File: config.mk
export PLATFORM = sky130hd
export DESIGN_NAME = chromosome_error_accumulator
export DESIGN_NICKNAME = d
export VERILOG_FILES = /design/src/rtl/chromosome_error_accumulator.sv
export SDC_FILE = /design/constraint.sdc
export NUM_CORES = 1
export LEC_CHECK = 0
export CORE_ASPECT_RATIO = 0.8
export CORE_MARGIN = 2
export CORE_UTILIZATION = 50
export CTS_CLUSTER_DIAMETER = 40
export DETAILED_ROUTE_END_ITERATION = 8
export HOLD_SLACK_MARGIN = 0.05
export PLACE_DENSITY_LB_ADDON = 0.3
export SLEW_MARGIN = 10
export SYNTH_ARGS = -nofsm -noshare
export SYNTH_HDL_FRONTEND = slang
export SYNTH_SLANG_ARGS = --single-unit
File: constraint.sdc
create_clock -name iClock -period 8.88 [get_ports iClock]
set_input_delay 2.22 -clock iClock [delete_from_list [all_inputs] [get_ports iClock]]
set_output_delay 2.22 -clock iClock [all_outputs]
set_load 0.1 [all_outputs]
File: src/rtl/chromosome_error_accumulator.sv
// ---------------------------------------------------------------------------
// chromosome_error_accumulator
//
// Scores a chromosome (candidate circuit) against an expected output table.
// For each valid sample, the chromosome's outputs are XORed with the indexed
// expected row. The result is then ANDed with the channel mask. Each set bit
// adds one to that channel's error counter and to the total error. Counters
// saturate and raise a sticky flag. A run is framed by iStart / iStop. The
// first CYCLES_TO_IGNORE valid samples of a run are discarded. Results are
// frozen in HOLD until iClear or the next iStart.
//
// Ports
//   iClock             rising-edge clock
//   iReset             synchronous active-high reset
//   iStart             pulse: zero results and begin a run (highest priority)
//   iStop              pulse: end the run (IGNORE/ACCUM only)
//   iClear             pulse: zero results, go to IDLE (IDLE/HOLD only)
//   iSampleValid       current sample is to be scored
//   iCurrentSequence   expected-table row index for this sample
//   iExpectedSequence  flat table, row r at [r*N_OUTPUTS +: N_OUTPUTS]
//   iChromosomeOutput  outputs of the circuit being evaluated
//   iOutputMask        1 = channel is scored
//   oErrorSums         flat per-channel counts, channel c at [c*SUM_W +: SUM_W]
//   oTotalError        sum of all scored mismatches
//   oBusy              run in progress (IGNORE or ACCUM)
//   oDone              one-cycle pulse on entry to HOLD
//   oSaturated         sticky: some counter clipped during this run
//   oIndexError        sticky: valid sample with out-of-range index
//   oDbgState          current FSM state (0 IDLE, 1 IGNORE, 2 ACCUM, 3 HOLD)
//
// Handshake: there is no back-pressure. A sample is consumed in every cycle
// where iSampleValid is high. Results appear one cycle later.
// ---------------------------------------------------------------------------
module chromosome_error_accumulator #(
  parameter int N_OUTPUTS        = 8,
  parameter int SEQ_DEPTH        = 16,
  parameter int IDX_W            = 4,
  parameter int SUM_W            = 32,
  parameter int CYCLES_TO_IGNORE = 0,
  parameter int TOT_W            = SUM_W + $clog2(N_OUTPUTS)
) (
  input  logic                           iClock,
  input  logic                           iReset,
  input  logic                           iStart,
  input  logic                           iStop,
  input  logic                           iClear,
  input  logic                           iSampleValid,
  input  logic [IDX_W-1:0]               iCurrentSequence,
  input  logic [SEQ_DEPTH*N_OUTPUTS-1:0] iExpectedSequence,
  input  logic [N_OUTPUTS-1:0]           iChromosomeOutput,
  input  logic [N_OUTPUTS-1:0]           iOutputMask,
  output logic [N_OUTPUTS*SUM_W-1:0]     oErrorSums,
  output logic [TOT_W-1:0]               oTotalError,
  output logic                           oBusy,
  output logic                           oDone,
  output logic                           oSaturated,
  output logic                           oIndexError,
  output logic [1:0]                     oDbgState
);

  typedef enum logic [1:0] {
    ST_IDLE   = 2'd0,
    ST_IGNORE = 2'd1,
    ST_ACCUM  = 2'd2,
    ST_HOLD   = 2'd3
  } state_t;

  localparam int PC_W = $clog2(N_OUTPUTS + 1);
  localparam logic [SUM_W-1:0] SUM_MAX  = {SUM_W{1'b1}};
  localparam logic [TOT_W-1:0] TOT_MAX  = {TOT_W{1'b1}};
  // With CYCLES_TO_IGNORE == 0 this value is never compared against.
  localparam logic [31:0]      IGN_LAST = 32'(CYCLES_TO_IGNORE - 1);

  state_t                       r_state;
  state_t                       w_state_next;
  logic [N_OUTPUTS*SUM_W-1:0]   r_sums;
  logic [TOT_W-1:0]             r_total;
  logic                         r_busy;
  logic                         r_done;
  logic                         r_sat;
  logic                         r_idx_err;
  logic [31:0]                  r_ign_cnt;

  logic                         w_zero;
  logic                         w_in_range;
  logic                         w_run;
  logic                         w_accum;
  logic                         w_idx_err;
  logic                         w_ign_inc;
  logic [N_OUTPUTS-1:0]         w_row;
  logic [N_OUTPUTS-1:0]         w_err;
  logic [PC_W-1:0]              w_pop;
  logic [N_OUTPUTS*SUM_W-1:0]   w_sums_next;
  logic [TOT_W:0]               w_total_wide;
  logic [TOT_W-1:0]             w_total_next;
  logic                         w_clip;

  // Sample qualification. iStart wins over everything, so nothing is
  // scored in the cycle where a run is (re)started.
  assign w_in_range = (int'(iCurrentSequence) < SEQ_DEPTH);
  assign w_run      = (r_state == ST_IGNORE) || (r_state == ST_ACCUM);
  assign w_accum    = !iStart && (r_state == ST_ACCUM) && iSampleValid && w_in_range;
  assign w_idx_err  = !iStart && w_run && iSampleValid && !w_in_range;
  // Out-of-range samples still count toward the ignore window.
  assign w_ign_inc  = !iStart && (r_state == ST_IGNORE) && iSampleValid;

  // Next-state logic
  always_comb begin
    w_state_next = r_state;
    w_zero       = 1'b0;
    if (iStart) begin
      w_zero = 1'b1;
      if (CYCLES_TO_IGNORE > 0) w_state_next = ST_IGNORE;
      else                      w_state_next = ST_ACCUM;
    end else begin
      case (r_state)
        ST_IDLE: begin
          if (iClear) w_zero = 1'b1;
        end
        ST_IGNORE: begin
          if (iStop)                                       w_state_next = ST_HOLD;
          else if (iSampleValid && (r_ign_cnt == IGN_LAST)) w_state_next = ST_ACCUM;
        end
        ST_ACCUM: begin
          if (iStop) w_state_next = ST_HOLD;
        end
        ST_HOLD: begin
          if (iClear) begin
            w_zero       = 1'b1;
            w_state_next = ST_IDLE;
          end
        end
        default: w_state_next = ST_IDLE;
      endcase
    end
  end

  // Row lookup; the loop form keeps an out-of-range index from selecting
  // past the end of the table (such samples are never accumulated anyway).
  always_comb begin
    w_row = '0;
    for (int e = 0; e < SEQ_DEPTH; e++) begin
      if (iCurrentSequence == IDX_W'(e)) w_row = iExpectedSequence[e*N_OUTPUTS +: N_OUTPUTS];
    end
  end

  assign w_err = (iChromosomeOutput ^ w_row) & iOutputMask;

  // Saturating counter updates
  always_comb begin
    w_sums_next = r_sums;
    w_clip      = 1'b0;
    w_pop       = '0;
    for (int c = 0; c < N_OUTPUTS; c++) begin
      w_pop = w_pop + PC_W'(w_err[c]);
      if (w_err[c]) begin
        if (r_sums[c*SUM_W +: SUM_W] == SUM_MAX) w_clip = 1'b1;
        else w_sums_next[c*SUM_W +: SUM_W] = r_sums[c*SUM_W +: SUM_W] + SUM_W'(1);
      end
    end
    w_total_wide = {1'b0, r_total} + (TOT_W+1)'(w_pop);
    if (w_total_wide > {1'b0, TOT_MAX}) begin
      w_total_next = TOT_MAX;
      w_clip       = 1'b1;
    end else begin
      w_total_next = w_total_wide[TOT_W-1:0];
    end
  end

  always_ff @(posedge iClock) begin
    if (iReset) begin
      r_state   <= ST_IDLE;
      r_sums    <= '0;
      r_total   <= '0;
      r_busy    <= 1'b0;
      r_done    <= 1'b0;
      r_sat     <= 1'b0;
      r_idx_err <= 1'b0;
      r_ign_cnt <= '0;
    end else begin
      r_state <= w_state_next;
      r_busy  <= (w_state_next == ST_IGNORE) || (w_state_next == ST_ACCUM);
      r_done  <= (w_state_next == ST_HOLD) && (r_state != ST_HOLD);
      if (w_zero) begin
        r_sums    <= '0;
        r_total   <= '0;
        r_sat     <= 1'b0;
        r_idx_err <= 1'b0;
        r_ign_cnt <= '0;
      end else begin
        if (w_ign_inc) r_ign_cnt <= r_ign_cnt + 32'd1;
        if (w_accum) begin
          r_sums  <= w_sums_next;
          r_total <= w_total_next;
          if (w_clip) r_sat <= 1'b1;
        end
        if (w_idx_err) r_idx_err <= 1'b1;
      end
    end
  end

  assign oErrorSums  = r_sums;
  assign oTotalError = r_total;
  assign oBusy       = r_busy;
  assign oDone       = r_done;
  assign oSaturated  = r_sat;
  assign oIndexError = r_idx_err;
  assign oDbgState   = r_state;

endmodule

==> results <==
- Post-CTS repair changed the size of 0 cells.
- The first detailed-routing pass took 5 iterations.
- The worst path in the final design needs a cycle of 8.09 ns, including I/O delays and setup.
- Counting every net in the synthesized netlist gives 2288.
- The worst pin sits at a relative slew slack of 0.264.
- The critical path contains buffers and inverters numbering 5 combined.
- The maximum number of buffers from clock root to sink is 3.
- The summed instance area of the synthesized netlist is between 15000 and 20000 um2.
- The largest stage delay on the critical path is 0.65 ns.
- The mean instance size in the synthesized netlist is 8.16 um2.
- The family with the most delay on the worst path is adder cells.
- At the worst endpoint, the arrival time is ~8.6 ns.
- The run finished with clean final reports.
- The initial cell density of the core is 0.510.
- The filler cells instantiated in the layout total 2678.
- The global route total overflow is 0.
- The most used cell along the critical path is sky130_fd_sc_hd__fa_1.
- For this run, the register share of the synthesized area comes to 0.381.
- For this run, global-route usage on met3 was measured as 0.0734.
- For the pin with the worst max-slew slack, the measured transition is 1.10 ns.
- Setup repair after global routing left no endpoint under its margin.
- The initial antenna violation count came to 5.
- In this run the clock root is driven by a sky130_fd_sc_hd__clkbuf_16.
- The number of failing setup endpoints in the final timing report is 0.
- The clock reaches the later pin of the worst-skew pair after 0.55 ns.
- Once layout is complete, the utilization of the core stands at 0.693.
- For this run, the number of Yosys warnings is 0.
- The path class of the tightest hold or removal check is register to register.
- The combinational share of power is 0.076.
- The die is 211 um wide.
- Derived from the worst setup path, the maximum achievable clock frequency is 124 MHz.
- The clock transition at the registers of the reported paths is 0.06 ns.
- The cell row count is 60.
- The placed cell count is 2915.
- The layout net count is between 2000 and 3000.
- For this run, design rule violations remaining after detail routing come to 0.
- The count of pins over their slew limit came to 0.
- The maximum net fanout on the critical path is 15.
- The final routed wirelength across all metal layers is 58.6 mm.
- The async set or reset register ratio after synthesis is 0.
- The routed length per placed instance is 19.6 um.
- The register area is ~6600 um2.
- Across the VDD grid, the largest voltage drop is 0.139 mV.
- The multi-input combinational cells in the finished layout cover a total of ~10000 um2.
- The kind of launch point of the worst setup path is an input pin.
- Summed over all cells, the static leakage comes to 7.56 nW.
- Buffers inserted during clock tree synthesis total 42.
- The critical-path cell with the highest stage delay is sky130_fd_sc_hd__clkdlybuf4s50_1.
- The clock share of power is 0.508.
- The area growth from synthesis to layout is 36.0%.
- The power per standard cell area is around 150 nW/um2.
- For this run, the total global-route usage over all layers was measured as 0.314.
- The critical path capture point type is a register.
- The setup TNS is 0 ns.
- Yosys mapped the design onto 85 distinct sky130hd cell types.
- The final cell count without fillers is 2994.
- The fraction of layout instances using a drive strength above 1 is 0.0559.
- The number of flops mapped to enable cells by yosys is 0.
- In this run the tool buffered the top-level ports with 449 buffer cells.
- The critical path goes through clkdlybuf4s50_1, buf_4, nand2_1, a21oi_1, a2111oi_0, a211oi_2, fa_1, inv_1, fa_1, inv_1, fa_1, fa_1, inv_1, fa_1, nor2b_1, o21ai_0, a21oi_1, nand2_1, nor3_1, nand2b_1, nor2_1, o21ai_0, a31oi_1.
- Summing internal, switching and leakage power gives 3.54 mW.
- The y dimension of the die is 170 um.
- The most common flop cell mapped by yosys is sky130_fd_sc_hd__dfxtp_1.
- The congestion estimate from routability-driven global placement came to 0.946.
- Entering global routing, the biggest net connects between 150 and 200 pins.
- During I/O placement, the number of pins put on the boundary was 451.
- The fraction of met2 tracks used by global routing is 0.521.
- In this run the remaining antenna-violating nets after routing total 0.
- After detailed routing, the number of vias per cell comes to 5.82.
- The post-DP HPWL is around 43 mm.
- The quantity of hold-fixing buffers added after cts is 0.
- The total number of clock tree sinks is 328.
- The via count of the first global-routing pass was 16631.
- The placeable core area is roughly 34000 um2.
- Of the total power, the share spent switching nets is 0.238.
- The number of buffers added for setup after CTS is 0.
- For this design the total switching power over the nets is 0.842 mW.
- Of the available clock period, the critical path in the final layout requires 0.911.
- Synthesis produced a netlist whose cell count is 2109.
- The largest clock skew in the final design is between 0.02 and 0.025 ns.
- The total die area is between 30000 and 40000 um2.
- Detailed routing inserted a total of 17416 vias.
- The hold violation count in the final report is 0.
- The detailed router finished its first iteration with 1382 violations.
- Cell internal power was estimated by the tool at about 2.7 mW.
- TritonCTS built the clock tree.
- The share of total power dissipated in sequential elements is 0.416.
- For this run, global-route usage on met1 was measured as 0.372.
- By startpoint and endpoint, the worst setup path is classified as input pin to register.
- met2 is the most crowded layer.
- The first global-routing pass estimated 90.8 mm of wire.
- The number of max-cap violations is 0.
- The required time of the critical path is 9.36 ns.
- The H-tree generated during clock tree synthesis spans 2 levels.
- Synthesis inferred 328 register bits.
==> metrics by stage <==
step / hold WS (ns) / area (um2) / setup slack [ns]
after floorplan: 0.454 / 17200 / 1.63
after global placement: 0.464 / 21900 / 0.442
after detailed placement: 0.476 / 21900 / 0.274
after CTS: 0.485 / 23400 / 0.848
after global routing: 0.508 / 23400 / 0.291
final: 0.486 / 23400 / 0.787
==> routing by layer <==
metal  up-vias  share of wire
li1       8246              -
met1      8327           0.40
met2       647           0.46
met3       194          0.071
met4         2          0.061
met5         -        0.00022
==> final cells by class <==
| cell class | count | area share |
|---|---|---|
| clock inverter | 23 | 0.0139 |
| clock buffer | 52 | 0.0491 |
| antenna | 4 | 0.000428 |
| timing repair buffer | 467 | 0.198 |
| tap | 434 | 0.0232 |
| sequential | 328 | 0.280 |
| multi-input combinational | 1624 | 0.425 |
| inverter | 62 | 0.00994 |
==> cells in the final DEF (no fill, tap or decap), drive strengths merged, types with 6 or more instances in the layout <==
| cell type | synthesis | routed |
|---|---|---|
| clkinv | 1 | 8 |
| xor2 | 84 | 84 |
| nor3 | 73 | 73 |
| nor2b | 21 | 21 |
| and3 | 40 | 40 |
| a31oi | 9 | 9 |
| mux2i | 36 | 36 |
| nor4 | 48 | 48 |
| and4 | 27 | 27 |
| bufinv | 0 | 6 |
| dfxtp | 328 | 328 |
| or3 | 57 | 57 |
| clkbuf | 62 | 52 |
| o21ai | 78 | 78 |
| or2 | 9 | 9 |
| ha | 20 | 20 |
| a211oi | 16 | 16 |
| inv | 61 | 66 |
| nand3b | 9 | 9 |
| nand4 | 75 | 75 |
| a31o | 11 | 11 |
| nor2 | 312 | 312 |
| xnor2 | 147 | 147 |
| and2 | 26 | 26 |
| nand2b | 18 | 18 |
| nand2 | 167 | 167 |
| clkdlybuf4s50 | 0 | 447 |
| buf | 33 | 20 |
| a21oi | 114 | 114 |
| nand3 | 129 | 129 |
| o21a | 7 | 7 |
==> power groups by stage <==
stage	Combinational (mW)	Clock (mW)	Sequential (mW)
5_1_grt	0.292	1.88	1.47
3_3_place_gp	0.264	0	1.51
2_1_floorplan	0.138	0	1.52
4_1_cts	0.269	1.83	1.47
6_report	0.270	1.80	1.47
3_5_place_dp	0.266	0	1.51
==> state kept, by name, summed over array words and instances (netlist names) <==
register / flops
oTotalError: 35
oSaturated: 1
oDbgState: 2
oErrorSums: 256
oBusy: 1
oDone: 1
r_ign_cnt: 32
==> synthesized netlist by cell type, types with 5 or more instances <==
| cell type | instances | area [um2] |
|---|---|---|
| sky130_fd_sc_hd__nor3_1 | 68 | 340 |
| sky130_fd_sc_hd__buf_2 | 14 | 70.1 |
| sky130_fd_sc_hd__buf_4 | 8 | 60.1 |
| sky130_fd_sc_hd__nor4_1 | 43 | 269 |
| sky130_fd_sc_hd__a31oi_1 | 9 | 56.3 |
| sky130_fd_sc_hd__nor2_1 | 311 | 1170 |
| sky130_fd_sc_hd__mux4_2 | 5 | 113 |
| sky130_fd_sc_hd__and4_1 | 27 | 236 |
| sky130_fd_sc_hd__nand2b_1 | 18 | 113 |
| sky130_fd_sc_hd__or2_2 | 8 | 50.1 |
| sky130_fd_sc_hd__or3_1 | 57 | 357 |
| sky130_fd_sc_hd__fa_1 | 5 | 100 |
| sky130_fd_sc_hd__ha_1 | 20 | 250 |
| sky130_fd_sc_hd__nand4_1 | 74 | 463 |
| sky130_fd_sc_hd__nor3_2 | 5 | 50.1 |
| sky130_fd_sc_hd__mux2i_1 | 36 | 360 |
| sky130_fd_sc_hd__buf_6 | 8 | 90.1 |
| sky130_fd_sc_hd__nand2_1 | 165 | 619 |
| sky130_fd_sc_hd__nand3b_1 | 8 | 60.1 |
| sky130_fd_sc_hd__a21oi_1 | 114 | 571 |
| sky130_fd_sc_hd__o21ai_0 | 75 | 375 |
| sky130_fd_sc_hd__and3_1 | 40 | 250 |
| sky130_fd_sc_hd__inv_1 | 61 | 229 |
| sky130_fd_sc_hd__clkbuf_1 | 62 | 233 |
| sky130_fd_sc_hd__nand3_1 | 129 | 646 |
| sky130_fd_sc_hd__a31o_2 | 11 | 96.3 |
| sky130_fd_sc_hd__nor2b_1 | 21 | 131 |
| sky130_fd_sc_hd__and2_1 | 25 | 156 |
| sky130_fd_sc_hd__o21a_1 | 7 | 52.6 |
| sky130_fd_sc_hd__dfxtp_1 | 328 | 6570 |
| sky130_fd_sc_hd__xnor2_1 | 147 | 1290 |
| sky130_fd_sc_hd__xor2_1 | 84 | 736 |
| sky130_fd_sc_hd__a21o_1 | 5 | 37.5 |
| sky130_fd_sc_hd__a211oi_1 | 15 | 113 |
==> worst paths after layout <==
kind | startpoint | cells past startpoint | endpoint | slack, ns
worst max-delay path | iCurrentSequence[2] | 23 | oTotalError[32] | 0.79
worst min-delay path | r_ign_cnt[21] | 2 | r_ign_cnt[21] | 0.49
worst max register to register | oTotalError[0] | 17 | oTotalError[32] | 4.33
worst min register to register | r_ign_cnt[21] | 2 | r_ign_cnt[21] | 0.49
==> worst reg2reg max path: cells and delay by family, from the launching register on <==
family          cells  cell delay [ns]
compound gates      4             0.67
fa+ha+maj           5             2.29
buf+inv             3             0.19
flops               1             0.36
simple gates        5             0.97
==> logic make-up after synthesis <==
kind of cell,share of synthesized area
XOR/XNOR,0.118
multiplexers,0.0301
adder cells (fa/ha/maj),0.0203
other,0.000218
AND/OR/NAND/NOR,0.305
buffers and inverters,0.0418
AO/OA/AOI/OAI,0.103
flip-flops,0.381
Power figures use the tool's default switching activity.
